--- config.mk ---
export PLATFORM = sky130hd
export DESIGN_NAME = collide_score
export DESIGN_NICKNAME = d
export VERILOG_FILES = /design/src/rtl/collide_score_pkg.sv /design/src/rtl/collide_score_bcd_add4.sv /design/src/rtl/collide_score.sv
export SDC_FILE = /design/constraint.sdc
export NUM_CORES = 1
export LEC_CHECK = 0
export ABC_AREA = 1
export CAP_MARGIN = 20
export CORE_MARGIN = 2
export CORE_UTILIZATION = 45
export CTS_CLUSTER_DIAMETER = 30
export CTS_CLUSTER_SIZE = 20
export DETAILED_ROUTE_END_ITERATION = 16
export GPL_TIMING_DRIVEN = 0
export PLACE_DENSITY = 0.68
export SETUP_SLACK_MARGIN = 0.15
export SYNTH_ARGS = -nofsm -noshare
export SYNTH_HDL_FRONTEND = slang
export SYNTH_SLANG_ARGS = --single-unit
--- constraint.sdc ---
create_clock -name clk -period 8.75 [get_ports clk]
set_input_delay 1.3125 -clock clk [delete_from_list [all_inputs] [get_ports clk]]
set_output_delay 1.3125 -clock clk [all_outputs]
set_load 0.05 [all_outputs]
--- src/rtl/collide_score_pkg.sv ---
// Shared game constants and state encoding for the collision/score stage.
package collide_score_pkg;

  localparam logic [11:0] PIPE_W_DFLT = 12'd52;
  localparam logic [11:0] GAP_H_DFLT  = 12'd120;
  localparam logic [11:0] BIRD_W_DFLT = 12'd34;
  localparam logic [11:0] BIRD_H_DFLT = 12'd24;
  localparam logic [11:0] SCR_H_DFLT  = 12'd480;

  localparam int NUM_PIPES = 3;

  typedef enum logic [1:0] {
    IDLE = 2'd0,
    PLAY = 2'd1,
    DEAD = 2'd2
  } game_state_e;

  // Widen before adding so coordinate sums never wrap.
  function automatic logic [12:0] add13(input logic [11:0] a, input logic [11:0] b);
    return {1'b0, a} + {1'b0, b};
  endfunction

endpackage

--- src/rtl/collide_score_bcd_add4.sv ---
// Combinational 4-digit BCD add of a 0..3 increment, saturating at 9999.
module bcd_add4 (
  input  logic [15:0] a,
  input  logic [1:0]  inc,
  output logic [15:0] sum
);

  logic [3:0] carry;
  logic [4:0] digit;

  always_comb begin
    sum   = 16'h0000;
    carry = {2'b00, inc};
    digit = 5'd0;
    for (int i = 0; i < 4; i++) begin
      digit = {1'b0, a[4*i +: 4]} + {1'b0, carry};
      if (digit > 5'd9) begin
        sum[4*i +: 4] = 4'(digit - 5'd10);
        carry         = 4'd1;
      end else begin
        sum[4*i +: 4] = digit[3:0];
        carry         = 4'd0;
      end
    end
    // A carry out of the top digit means the true result exceeds 9999.
    if (carry != 4'd0) begin
      sum = 16'h9999;
    end
  end

endmodule

--- src/rtl/collide_score.sv ---
// Game-state FSM, per-tick collision detection and BCD score/best keeping.
module collide_score
  import collide_score_pkg::*;
#(
  parameter logic [11:0] PIPE_W = PIPE_W_DFLT,
  parameter logic [11:0] GAP_H  = GAP_H_DFLT,
  parameter logic [11:0] BIRD_W = BIRD_W_DFLT,
  parameter logic [11:0] BIRD_H = BIRD_H_DFLT,
  parameter logic [11:0] SCR_H  = SCR_H_DFLT
) (
  input  logic        clk,
  input  logic        rst,
  input  logic        tick,
  input  logic        btn,
  input  logic [11:0] bird_x,
  input  logic [11:0] bird_y,
  input  logic [11:0] pipe1_x,
  input  logic [11:0] pipe1_y,
  input  logic [11:0] pipe2_x,
  input  logic [11:0] pipe2_y,
  input  logic [11:0] pipe3_x,
  input  logic [11:0] pipe3_y,
  output logic        start,
  output logic        game_over,
  output logic        hit,
  output logic [15:0] score,
  output logic [15:0] best
);

  game_state_e state, state_next;

  logic [11:0] px [NUM_PIPES];
  logic [11:0] py [NUM_PIPES];
  logic [11:0] prev_x [NUM_PIPES];
  logic [NUM_PIPES-1:0] passed, passed_next, pass_now, pipe_hit;

  logic [12:0] bird_right, bird_bot;
  logic [12:0] pipe_end, gap_end;
  logic        x_ovl, y_out, respawn, eff_passed;
  logic        collide, play_tick;
  logic [1:0]  inc;
  logic [15:0] score_inc;

  assign px[0] = pipe1_x;
  assign px[1] = pipe2_x;
  assign px[2] = pipe3_x;
  assign py[0] = pipe1_y;
  assign py[1] = pipe2_y;
  assign py[2] = pipe3_y;

  assign bird_right = add13(bird_x, BIRD_W);
  assign bird_bot   = add13(bird_y, BIRD_H);

  always_comb begin
    pipe_hit    = '0;
    pass_now    = '0;
    passed_next = '0;
    pipe_end    = 13'd0;
    gap_end     = 13'd0;
    x_ovl       = 1'b0;
    y_out       = 1'b0;
    respawn     = 1'b0;
    eff_passed  = 1'b0;
    for (int i = 0; i < NUM_PIPES; i++) begin
      pipe_end    = add13(px[i], PIPE_W);
      gap_end     = add13(py[i], GAP_H);
      x_ovl       = (bird_right > {1'b0, px[i]}) && ({1'b0, bird_x} < pipe_end);
      y_out       = (bird_y < py[i]) || (bird_bot > gap_end);
      pipe_hit[i] = x_ovl && y_out;
      // A pipe moving right relative to last tick has respawned; re-arm it.
      respawn     = px[i] > prev_x[i];
      eff_passed  = passed[i] && !respawn;
      pass_now[i] = (pipe_end <= {1'b0, bird_x}) && !eff_passed;
      passed_next[i] = eff_passed || pass_now[i];
    end
  end

  assign collide = (|pipe_hit) || (bird_bot >= {1'b0, SCR_H}) || (bird_y == 12'd0);
  assign inc     = {1'b0, pass_now[0]} + {1'b0, pass_now[1]} + {1'b0, pass_now[2]};

  bcd_add4 u_bcd_add4 (
    .a   (score),
    .inc (inc),
    .sum (score_inc)
  );

  assign play_tick = (state == PLAY) && tick;

  always_comb begin
    state_next = state;
    case (state)
      IDLE:    if (btn) state_next = PLAY;
      PLAY:    if (tick && collide) state_next = DEAD;
      DEAD:    if (btn) state_next = IDLE;
      default: state_next = IDLE;
    endcase
  end

  always_ff @(posedge clk) begin
    if (rst) begin
      state  <= IDLE;
      hit    <= 1'b0;
      score  <= 16'h0000;
      best   <= 16'h0000;
      passed <= '0;
      for (int i = 0; i < NUM_PIPES; i++) prev_x[i] <= 12'd0;
    end else begin
      state <= state_next;
      hit   <= play_tick && collide;
      // New game starts with no pipe credited, whatever the last game left behind.
      if ((state == IDLE) && btn) begin
        score  <= 16'h0000;
        passed <= '0;
      end
      if (play_tick) begin
        for (int i = 0; i < NUM_PIPES; i++) prev_x[i] <= px[i];
        if (!collide) begin
          passed <= passed_next;
          score  <= score_inc;
        end else if (score > best) begin
          best <= score;
        end
      end
    end
  end

  assign start     = (state == PLAY);
  assign game_over = (state == DEAD);

endmodule
# Word level (Yosys, flattened, before mapping)
# Memory sizes are Yosys's and may differ from the RTL's.
# Index checks and enable logic that the tools add are counted.
# word_totals
inputBits,100
register_bits,38
n_memories,1
out_inout_bits,35
ramBits,36
word_cells,119
# mem_list
name,depth,word_bits,rd,rd_clocked_by_memory_dff,write_ports,line,source
prev_x,3,12,3,0,3,collide_score.sv:34,logic [11:0] prev_x [NUM_PIPES];
# op_classes
bitwise,3
n_reduce_logical,36
addsub,18
eq_ne,5
muxes,27
order_cmp,24
# op_table
op,n
16-bit two-way mux,4
"12-bit by 6-bit adder with 13-bit output, second input constant",4
"12-bit by 7-bit adder with 13-bit output, second input constant",3
13-bit by 12-bit > comparator with 1-bit output,3
13-bit > comparator,3
13-bit by 12-bit less-or-equal comparator with 1-bit output,3
12-bit by 13-bit < comparator with 1-bit output,3
12-bit > comparator,3
12-bit < comparator,3
12-bit two-way mux,3
"5-bit by 4-bit > comparator with 1-bit output, second input constant",4
16-bit > comparator,1
1-bit logical AND,16
4-bit two-way mux,4
"4-bit subtractor, second input constant",4
4-bit by 1-bit adder with 5-bit output,3
"12-bit by 5-bit adder with 13-bit output, second input constant",1
"13-bit by 9-bit >= comparator with 1-bit output, second input constant",1
12-bit logical NOT,1
1-bit two-way mux,9
3-bit two-way mux,3
1-bit logical OR,8
1-bit logical NOT,6
2-bit two-way mux,3
13 further kinds,17

# Longest topological paths before layout
# An unclocked memory read counts as a cell.
# logic_depth
ltp_word,24
depth_mapped,46
mapped_depth_nobuf,46

# Modules after synthesis
# A second synthesis with hierarchy kept.
# unflattened
hier_cells,1426
area_unflattened_um2,9972.1
# by_module_without_submodules
module,instances,cells_per_inst,area_each_um2,seq_area_each_um2
collide_score,1,1317,9325.2,1841.8
bcd_add4,1,109,646.9,0.0

# Least setup slack after synthesis
# Ideal clock, no wire load.
# synth_path
path_kind,input to register
startpoint,in pipe3_x[2]
endpoint,reg score[9]
setup_ns,0.116
path_slack_ns,1.064
required_ns,8.634
path_buffers,0
cell_stages,41
arrival_ns,7.570
cell_sequence,ha_1 nor2_1 nand2_1 nand2_1 nor2_1 xor2_1 ha_1 nand2_1 nor2_1 nand2_1 nor3b_1 o21ai_0 fa_1 inv_1 ha_1 fa_1 xnor2_1 nand2_1 [... 5 more ...] o21ai_0 nand2_1 ha_1 ha_1 xor2_1 o21ai_0 nand2_1 ha_1 ha_1 xnor2_1 inv_1 o21ai_0 nand2_1 clkinv_1 o21ai_0 a21oi_1 o21ai_0 nor2_1
# synth_between
elab_chain_len,22
elab_cells_between_ends,33
cone_classes,add/sub (7); order compare (8); mux (8); reduce/logical (10)
# synth_rtl
item,line,source
"start, declared",collide_score.sv:21,"input logic [11:0] pipe3_x,"
branches (longest 20 deep; another with 12-bit by 6-bit adder with 13-bit output),--,
16-bit two-way mux (*),collide_score.sv:117,if (!collide) begin
16-bit two-way mux (*),collide_score.sv:115,if (play_tick) begin
"end signal, assigned",collide_score.sv:119,score <= score_inc;
"end, declared",collide_score.sv:26,"output logic [15:0] score,"
# Mark *: on every way between the ends.
# A chain may end at the register's enable or synchronous reset.

# Final worst setup path
# layout_path
startpoint,in pipe1_x[8]
endpoint,reg score[12]
# layout_between
elab_chain_len,23
elab_cells_between_ends,34
cone_classes,add/sub (8); order compare (8); mux (8); reduce/logical (10)
# layout_rtl
item,line,source
"start, declared",collide_score.sv:17,"input logic [11:0] pipe1_x,"
branches (longest 21 deep; another with 12-bit by 6-bit adder with 13-bit output),--,
16-bit two-way mux (*),collide_score.sv:117,
16-bit two-way mux (*),collide_score.sv:115,
# Marks and branches as above.

==> flow_metrics.py <==
metrics = {
    "critical_path": {
        "crit_slowest_cell": "clkdlybuf4s50_1",
        "critPathCaptureType": "flop",
        "path_class": "in -> reg",
        "max_stage_delay_ns": 0.62,
        "worstPathRequired_ns": 9.00,
        "crit_fanout": 6,
        "start_kind": "input port",
        "cp_top_family": "adder cells",
        "crit_path_frequent_cell": "ha_1",
        "cp_num_buf_inv": 4,
        "worstPathArrival_ns": 8.34,
    },
    "place": {
        "dp_hpwl_um": 21500,
        "placed_area_um2": 11600,
        "portBuffers": 133,
        "dp_slack_ns": -0.617,
        "placed_cells": 1802,
        "place_congestion": 0.889,
    },
    "global_routing": {
        "antenna_found_initial": 0,
        "grt_max_degree": 37,
        "track_usage_pct": 22.3,
        "grt_pass1_wl_um": 42700,
        "grt_pass1_vias": 9074,
        "overflow": 0,
    },
    "synthesis": {
        "synth_common_cells": "nand2_1 (270), inv_1 (259), ha_1 (209), nor2_1 (118), a21oi_1 (86)",
        "syn_inst": 1389,
        "ys_top_cells_by_area": "ha_1 (26%), edfxtp_1 (11%), nand2_1 (10%)",
        "yosysWarnings": 0,
        "synth_ff_type": "dfxtp_1",
        "ys_ff_latch": 74,
        "synth_async_sr_flop_share_pct": 0,
        "synth_top_area_share_pct": 26.4,
        "yosysSeqAreaShare_pct": 18.6,
        "yosys.cell_types.count": 50,
        "synth.most_common_cell": "nand2_1",
        "synth_top_area_cell": "ha_1",
        "synth.cell_area_um2": 9900,
        "syn-num-nets": 1700,
        "syn_area_per_cell_um2": 7.13,
        "synth_edf_count": 36,
    },
    "clocking": {
        "cts.clk_slew.worst_paths_ns": 0.06,
        "cts_max_path_buffers": 2,
        "cts_tree": "built",
        "cts_buffers": 9,
        "cts_max_level": 3,
        "clk_latency_ns": 0.35,
        "clockRootBuffer": "clkbuf_16",
        "cts_sinks": 74,
    },
    "power": {
        "pwr-share-clk_pct": 32.6,
        "netSwitchingPower_uw": 443,
        "comb_power_share_pct": 36.9,
        "p_leak_uw": 0.00606,
        "power.density_nw_per_um2": 104,
        "peakVddDrop_uv": 87.9,
        "seqPwrFrac_pct": 30.4,
        "switching_share_pct": 35.5,
        "p_int_uw": 806,
        "p_total_uw": 1250,
    },
    "timing": {
        "maxSlewViolCount": 0,
        "whs_ns": 0.484,
        "period_share_pct": 92.5,
        "fin_crit_ns": 8.09,
        "hold_violations": 0,
        "max_freq_ghz": 0.124,
        "setup-violations-final": 0,
        "max_slew.worst_pin.slew_ns": 1.03,
        "finalWorstSetupSlack_ns": 0.659,
        "relSlewSlack_pct": 30.9,
        "rsz0062_at_grt": "no",
        "clock_skew_ns": 0.0105,
    },
    "cells_and_area": {
        "areaGrowthSynthToFinish_pct": 21.7,
        "num_antenna_cells": 0,
        "fillCellCount": 2108,
        "nNetsFinal": 1849,
        "fin_cells": 1823,
        "drive_above_1_share_pct": 8.75,
        "fin_area_um2": 12000,
    },
    "die": {
        "ios": 135,
        "fp.dieW_um": 152,
        "num_rows": 54,
        "die_area_um2": 23200,
        "start_util_pct": 45.7,
        "coreArea_um2": 21700,
        "dieHeight_um": 152,
    },
    "detailed_routing": {
        "via_per_inst": 5.08,
        "drtIter0Drc": 491,
        "ant_nets": 0,
        "vias": 9267,
        "drc": 0,
        "wl_per_cell_um": 14.2,
        "firstDrtPassIters": 5,
        "wl_um": 25900,
    },
    "min_path": {
        "worstHoldPathType": "reg -> reg",
    },
    "run_status": {
        "outcome": "finished, final reports clean",
    },
    "flow_run": {
        "drv_cap": 0,
    },
}
==> worst register-to-register path: cells and delay by family, from the launching register on <==
| kind | cells | cell delay (ns) |
|---|---|---|
| compound gates | 5 | 0.99 |
| xor+xnor | 3 | 0.49 |
| fa+ha+maj | 10 | 2.63 |
| buf+inv | 4 | 0.28 |
| flops | 1 | 0.32 |
| simple gates | 13 | 1.72 |
==> cell type report <==
cell class                 count  area (µm²)  share of cell area [%]
multi-input combinational   1033        7020                    58.3
sequential                    74        1840                    15.3
timing repair buffer         138        1390                    11.6
inverter                     267        1010                    8.37
tap                          280         350                    2.91
clock buffer                  11         255                    2.12
buffer                        15         119                   0.986
clock inverter                 5        61.3                   0.509
==> placed cells by master, fill, tap and decap left out, types with 4 or more instances in the layout <==
master | Yosys | layout
a211oi_1 | 4 | 4
a21oi_1 | 86 | 85
a21oi_2 | 10 | 11
buf_4 | 1 | 6
buf_6 | 4 | 4
clkbuf_1 | 7 | 7
clkbuf_16 | 0 | 10
clkdlybuf4s50_1 | 0 | 123
clkinv_4 | 0 | 4
dfxtp_1 | 38 | 38
dlymetal6s2s_1 | 0 | 10
edfxtp_1 | 36 | 36
ha_1 | 209 | 205
ha_2 | 0 | 4
inv_1 | 259 | 257
inv_2 | 5 | 7
nand2_1 | 270 | 264
nand2_2 | 14 | 20
nand2_4 | 4 | 4
nand3_1 | 72 | 71
nand3_2 | 15 | 16
nand4_1 | 37 | 37
nor2_1 | 118 | 116
nor2_2 | 11 | 12
nor2_4 | 7 | 8
nor3_1 | 16 | 15
nor3_2 | 3 | 4
o211ai_1 | 4 | 4
o21ai_0 | 52 | 48
o21ai_1 | 8 | 11
or2_2 | 4 | 4
xnor2_1 | 9 | 7
xor2_1 | 51 | 50
==> cell families (layout without fill, tap and decap cells) <==
group,count (synthesis),in the layout,synth area share [%]
compound gates,178,178,10.1
xor+xnor,60,60,5.31
fa+ha+maj,211,211,26.8
buf+inv,282,436,11.3
flops,74,74,18.6
simple gates,584,584,27.8
==> per-stage QoR <==
step / setup TNS, ns / utilization [%]
after floorplan: 0 / -
after global placement: -5.90 / 53.4
after detailed placement: -7.26 / 53.4
after CTS: 0 / 55.0
after global routing: 0 / 55.6
final: 0 / 55.6
==> path summary, 6_finish.rpt <==
| check | from | to | slack (ns) | cells past startpoint |
|---|---|---|---|---|
| setup / recovery | pipe1_x[8] | score[12]$_SDFF_PP0_ | 0.66 | 38 |
| hold / removal | best[3]$_SDFFE_PP0P_ | best[3]$_SDFFE_PP0P_ | 0.48 | 2 |
| setup reg to reg | prev_x[0][11]$_SDFFCE_PN0P_ | score[12]$_SDFF_PP0_ | 2.20 | 35 |
| hold reg to reg | best[3]$_SDFFE_PP0P_ | best[3]$_SDFFE_PP0P_ | 0.48 | 2 |
==> flip-flops by register name (all words and copies together), names as in the netlist <==
register,flops
prev_x,36
best,16
score,16
passed,3
state,2
hit,1
==> power groups by stage <==
stage | Combinational [µW] | Sequential [µW] | Clock (µW)
floorplan | 301 | 390 | 0
global placement | 441 | 388 | 0
detailed placement | 453 | 388 | 0
CTS | 457 | 380 | 412
global route | 530 | 381 | 421
finish | 461 | 380 | 408
==> repair_timing <==
action	in CTS	in global routing
hold buffers	0	0
gates resized for setup	7	33
pin swaps	2	7
cloned	0	0
setup endpoints to repair	15	16
buffers inserted	1	4
==> per-layer routing <==
metal | vias to the layer above | global-route usage [%] | routed length (µm)
met1 | 4222 | 29.0 | 12300
met2 | 161 | 38.7 | 12200
met5 | - | 0 | 0
li1 | 4851 | - | -
met4 | 0 | 7.08 | 554
met3 | 33 | 2.70 | 865
Note: power is estimated with default switching activity, not from simulation.
